**src/rtl/adpcm_addb_if.sv**
```systemverilog
// ADDB datapath bundle: quantized difference and signal estimate in,
// reconstructed signal out. The master drives DQ/SE; the slave (ADDB) returns SR.
`timescale 1ns/1ps

interface adpcm_addb_if;
  logic [15:0] DQ;  // sign-magnitude: bit15 sign, bits14:0 magnitude
  logic [14:0] SE;  // two's complement signal estimate
  logic [15:0] SR;  // two's complement reconstructed signal

  modport master (output DQ, output SE, input SR);
  modport slave  (input DQ, input SE, output SR);
endinterface

```
**src/rtl/adpcm_addb.sv**
```systemverilog
// G.726 ADDB: SR = DQ + SE with 16-bit wrap-around, purely combinational.
// Clock, reset and scan ports exist only so the scan-insertion wrapper has
// something to stitch; none of them touch the SR path.
`timescale 1ns/1ps

module adpcm_addb (
  input  logic           clk,
  input  logic           reset,
  input  logic           scan_in0,
  input  logic           scan_in1,
  input  logic           scan_in2,
  input  logic           scan_in3,
  input  logic           scan_in4,
  input  logic           scan_enable,
  input  logic           test_mode,
  output logic           scan_out0,
  output logic           scan_out1,
  output logic           scan_out2,
  output logic           scan_out3,
  output logic           scan_out4,
  adpcm_addb_if.slave    bus
);

  logic        dqs;
  logic [14:0] dq_mag;
  logic [15:0] dqi;
  logic        ses;
  logic [15:0] sei;
  logic [15:0] sr_sum;

  // DQ sign-magnitude -> two's complement. Negating a zero magnitude gives
  // zero, so negative zero (0x8000) collapses to 0x0000 without a special case.
  always_comb begin
    dqs    = bus.DQ[15];
    dq_mag = bus.DQ[14:0];
    if (dqs) dqi = 16'h0000 - {1'b0, dq_mag};
    else     dqi = {1'b0, dq_mag};
  end

  // SE sign-extension from 15 to 16 bits.
  always_comb begin
    ses = bus.SE[14];
    sei = {ses, bus.SE};
  end

  // Modulo-2^16 add; carry out is discarded on purpose (no saturation), which
  // matches the reference arithmetic bit-for-bit.
  always_comb begin
    sr_sum = dqi + sei;
  end

  assign bus.SR = sr_sum;

  // Scan outputs are placeholders until the chain is stitched in.
  assign scan_out0 = 1'b0;
  assign scan_out1 = 1'b0;
  assign scan_out2 = 1'b0;
  assign scan_out3 = 1'b0;
  assign scan_out4 = 1'b0;

  // Ports kept only for the scan wrapper; folded here so they stay visible
  // but intentionally drive nothing.
  logic unused_scan_ports;
  assign unused_scan_ports = ^{clk, reset, scan_in0, scan_in1, scan_in2,
                               scan_in3, scan_in4, scan_enable, test_mode};

endmodule

```
**src/flat_wrapper.sv**
```systemverilog
// flat-port wrapper written by rule: the top's interface ports become plain ports
module adpcm_addb_flat 
  (clk, reset, scan_in0, scan_in1, scan_in2, scan_in3, scan_in4, scan_enable, test_mode, scan_out0, scan_out1, scan_out2, scan_out3, scan_out4, bus_DQ, bus_SE, bus_SR);
  adpcm_addb_if bus_i ();
  input  logic clk;
  input  logic reset;
  input  logic scan_in0;
  input  logic scan_in1;
  input  logic scan_in2;
  input  logic scan_in3;
  input  logic scan_in4;
  input  logic scan_enable;
  input  logic test_mode;
  output logic scan_out0;
  output logic scan_out1;
  output logic scan_out2;
  output logic scan_out3;
  output logic scan_out4;
  input wire logic [$bits(bus_i.DQ)-1:0] bus_DQ;
  input wire logic [$bits(bus_i.SE)-1:0] bus_SE;
  output wire logic [$bits(bus_i.SR)-1:0] bus_SR;
  assign bus_i.DQ = bus_DQ;
  assign bus_i.SE = bus_SE;
  assign bus_SR = bus_i.SR;
  adpcm_addb u_core (.clk(clk), .reset(reset), .scan_in0(scan_in0), .scan_in1(scan_in1), .scan_in2(scan_in2), .scan_in3(scan_in3), .scan_in4(scan_in4), .scan_enable(scan_enable), .test_mode(test_mode), .scan_out0(scan_out0), .scan_out1(scan_out1), .scan_out2(scan_out2), .scan_out3(scan_out3), .scan_out4(scan_out4), .bus(bus_i));
endmodule
```
**config.mk**
```make
export PLATFORM = sky130hd
export DESIGN_NAME = adpcm_addb_flat
export DESIGN_NICKNAME = d
export VERILOG_FILES = /design/src/rtl/adpcm_addb_if.sv /design/src/rtl/adpcm_addb.sv /design/src/flat_wrapper.sv
export SDC_FILE = /design/constraint.sdc
export NUM_CORES = 1
export LEC_CHECK = 0
export BUFFER_PORTS_ARGS = -buffer_cell sky130_fd_sc_hd__clkbuf_2
export CAP_MARGIN = 20
export CORE_MARGIN = 2
export CORE_UTILIZATION = 42
export DETAILED_ROUTE_END_ITERATION = 12
export PLACE_DENSITY = 0.8
export SLEW_MARGIN = 15
export SYNTH_ARGS = -nofsm -noshare
export SYNTH_HDL_FRONTEND = slang
export SYNTH_SLANG_ARGS = --single-unit
```
**constraint.sdc**
```tcl
create_clock -name vclk -period 4.1
set_clock_uncertainty 0.1 [all_clocks]
set_input_delay 1.025 -clock vclk [all_inputs]
set_output_delay 1.025 -clock vclk [all_outputs]
set_load 0.01 [all_outputs]
```
==> results.md <==
* Mapped Cells at approximately 140
* Nets@finish at 307
* IO buf count at 47
* DPL Wire Length at ~2700 um
* Fin. Hold Viols at 0
* Static Leakage at approximately 1.0 nW
* Initial antenna violation count at 0
* Unrepaired setup endpoints after global routing: true
* GRT overflow at 0
* Fin crit period at 4.76 ns
* Final Wtd Congestion at 0.898
* Hold depth at 3
* Setup CP Type: input pin to primary output
* Crit path arrival time at about 3.6 ns
* Seq_cells at 0
* Clk_buf instances at 0
* Syn Std Cell Area at between 1000 and 1500 um2
* Hold Path Class: input pin to primary output
* Slowest CP cell: nor4_4
* Top Family by Delay on Critical Path: compound AO/OA/AOI/OAI gates
* Critical path buffers and inverters at 3
* Area Growth Syn to Fin at 105%
* Achievable clock frequency at 0.210 GHz
* Average cell area after synthesis at 7.59 um2
* Peak VDD IR at just under 0.2 mV
* Die Footprint at between 2000 and 3000 um2
* Final setup fails at 10
* Final cycle utilization of the critical path at 1.16
* Crit start category: input pin
* DRT Pass-1 Iters at 6
* FF/Latch Area at 0 um2
* Total Routing Usage GR at 0.286
* CP Depth at 14
* Vias in the first global route at approximately 1400
* YS warnings at 0
* Core area at 2430 um2
* Max incr delay on CP at ~0.35 ns
* Fin area at about 2200 um2
* Largest net degree at the start of global routing at 11
* Failing checks: setup timing
* Required @ worst endpoint at roughly 3 ns
* Hold-fix buffers, CTS at 0
* # fillers at between 90 and 100
* Post-route ant nets at 0
* Vias post-DR at between 1500 and 2000
* Drt drc at 0
* Maxcap violations at 0
* Pre-CTS setup slack at -0.500 ns
* WL/cell at around 21 um
* Pwr/cell area at between 200 and 250 nW/um2
* Ports at 61
* DRT Wirelength at 5750 um
* Die X at about 54 um
* Via/cell ratio at 5.95
* Multi-input gate area at 1360 um2
* FP Rows at 18
* Final setup margin at -0.661 ns
* Fin util at 0.888
* CP Cell Sequence: buf_8 > nor4_4 > buf_4 > nand2_4 > o31ai_4 > xnor2_2 > ha_4 > a21oi_4 > a21oi_1 > a2111oi_2 > o21ai_1 > o21a_1 > xor2_2 > clkbuf_2
* Die Y at around 54 um
* Status: complete, but fails checks
* Iteration-0 DRC Markers at 59
* CP Max Fanout at 5
* Final Max Slew Viols at 0
* Worst Setup End Kind: primary output
* Synth unique cells at 36
* Antenna Cells at 0
* Share of layout cells above drive strength 1 at 0.665
* Area after DPL at about 1700 um2
* First-pass GRT wire length at 6150 um
* Initial Util at 0.434
* Seq/Total Area, Yosys at 0
[cells in the mapped netlist, drive strengths merged]
cell type  instances  share of area
ha                19           0.23
a41oi              1         0.0083
nor2               4          0.014
inv                5          0.018
clkbuf             1         0.0036
xor2              10          0.083
nor2b              1         0.0059
nand2b             1         0.0059
o21bai             1         0.0071
nand3b             1         0.0071
nand4b             1         0.0083
conb               1         0.0036
nor3               1         0.0047
o211ai             3          0.021
fa                 1          0.019
o41ai              2          0.017
or4                1          0.011
o21ai             12          0.057
buf                5          0.036
nand4              1         0.0059
nor4               2          0.032
a31oi              2          0.012
and3               1         0.0059
nand3              6          0.033
a21oi             12          0.057
a21o               1         0.0071
a2111oi            1         0.0083
o21a               2          0.014
o31ai              4          0.042
mux2i              1         0.0095
nand2             15          0.053
xnor2             19           0.16
a211oi             1         0.0071
[final timing paths]
| path | endpoint | slack [ns] | start |
|---|---|---|---|
| min | bus_SR[0] | 2.26 | bus_SE[0] |
| max | bus_SR[12] | -0.66 | bus_DQ[2] |
[per-layer routing]
| layer | up-vias | part of all wire | GRT usage |
|---|---|---|---|
| met5 | - | 0 | 0 |
| met1 | 763 | 0.37 | 0.337 |
| li1 | 723 | - | - |
| met2 | 115 | 0.48 | 0.524 |
| met4 | 0 | 0.050 | 0.113 |
| met3 | 34 | 0.10 | 0.0306 |
[cells in the final DEF (no fill, tap or decap), types with 6 or more instances in the layout]
cell / netlist / final
a21oi_2: 0 / 7
clkbuf_2: 0 / 34
xnor2_2: 0 / 7
buf_4: 5 / 58
ha_1: 19 / 14
buf_2: 0 / 8
xor2_1: 10 / 9
buf_6: 0 / 6
xnor2_1: 19 / 12
nand2_1: 15 / 9
[cells by family (layout without fill, tap and decap cells)]
| kind of cell | after synthesis | count (layout) | synth area share |
|---|---|---|---|
| AO/OA/AOI/OAI | 42 | 42 | 0.257 |
| buffers and inverters | 11 | 113 | 0.0569 |
| AND/OR/NAND/NOR | 35 | 35 | 0.187 |
| multiplexers | 1 | 1 | 0.00949 |
| XOR/XNOR | 29 | 29 | 0.241 |
| adder cells (fa/ha/maj) | 20 | 20 | 0.244 |
| other | 1 | 5 | 0.00356 |
[what timing repair did]
action | CTS | global route
endpoints found under the setup margin | 9 | 10
setup buffers | 9 | 8
gates resized for setup | 19 | 74
pin swaps | 13 | 33
[power by group]
part	internal, mW	switching (mW)	total, mW
clock network	0	0	0
logic	0.240	0.267	0.507
registers	0	0	0
total	0.240	0.267	0.507
[metrics by stage]
stage	hold WS (ns)	total power [mW]	std cells	setup TNS [ns]
after floorplan	2.09	0.198	143	-0.104
after global placement	2.27	0.348	259	-2.48
after detailed placement	2.27	0.357	259	-2.94
after CTS	2.27	0.386	268	-2.43
after global routing	2.28	0.534	275	-5.15
final	2.26	0.507	275	-4.14
[final cells by class]
| type | count | share of cell area |
|---|---|---|
| Timing Repair Buffer | 108 | 0.343 |
| Inverter | 5 | 0.00984 |
| Multi-Input combinational cell | 132 | 0.629 |
| Tap cell | 30 | 0.0174 |
Power figures use the tool's default switching activity.
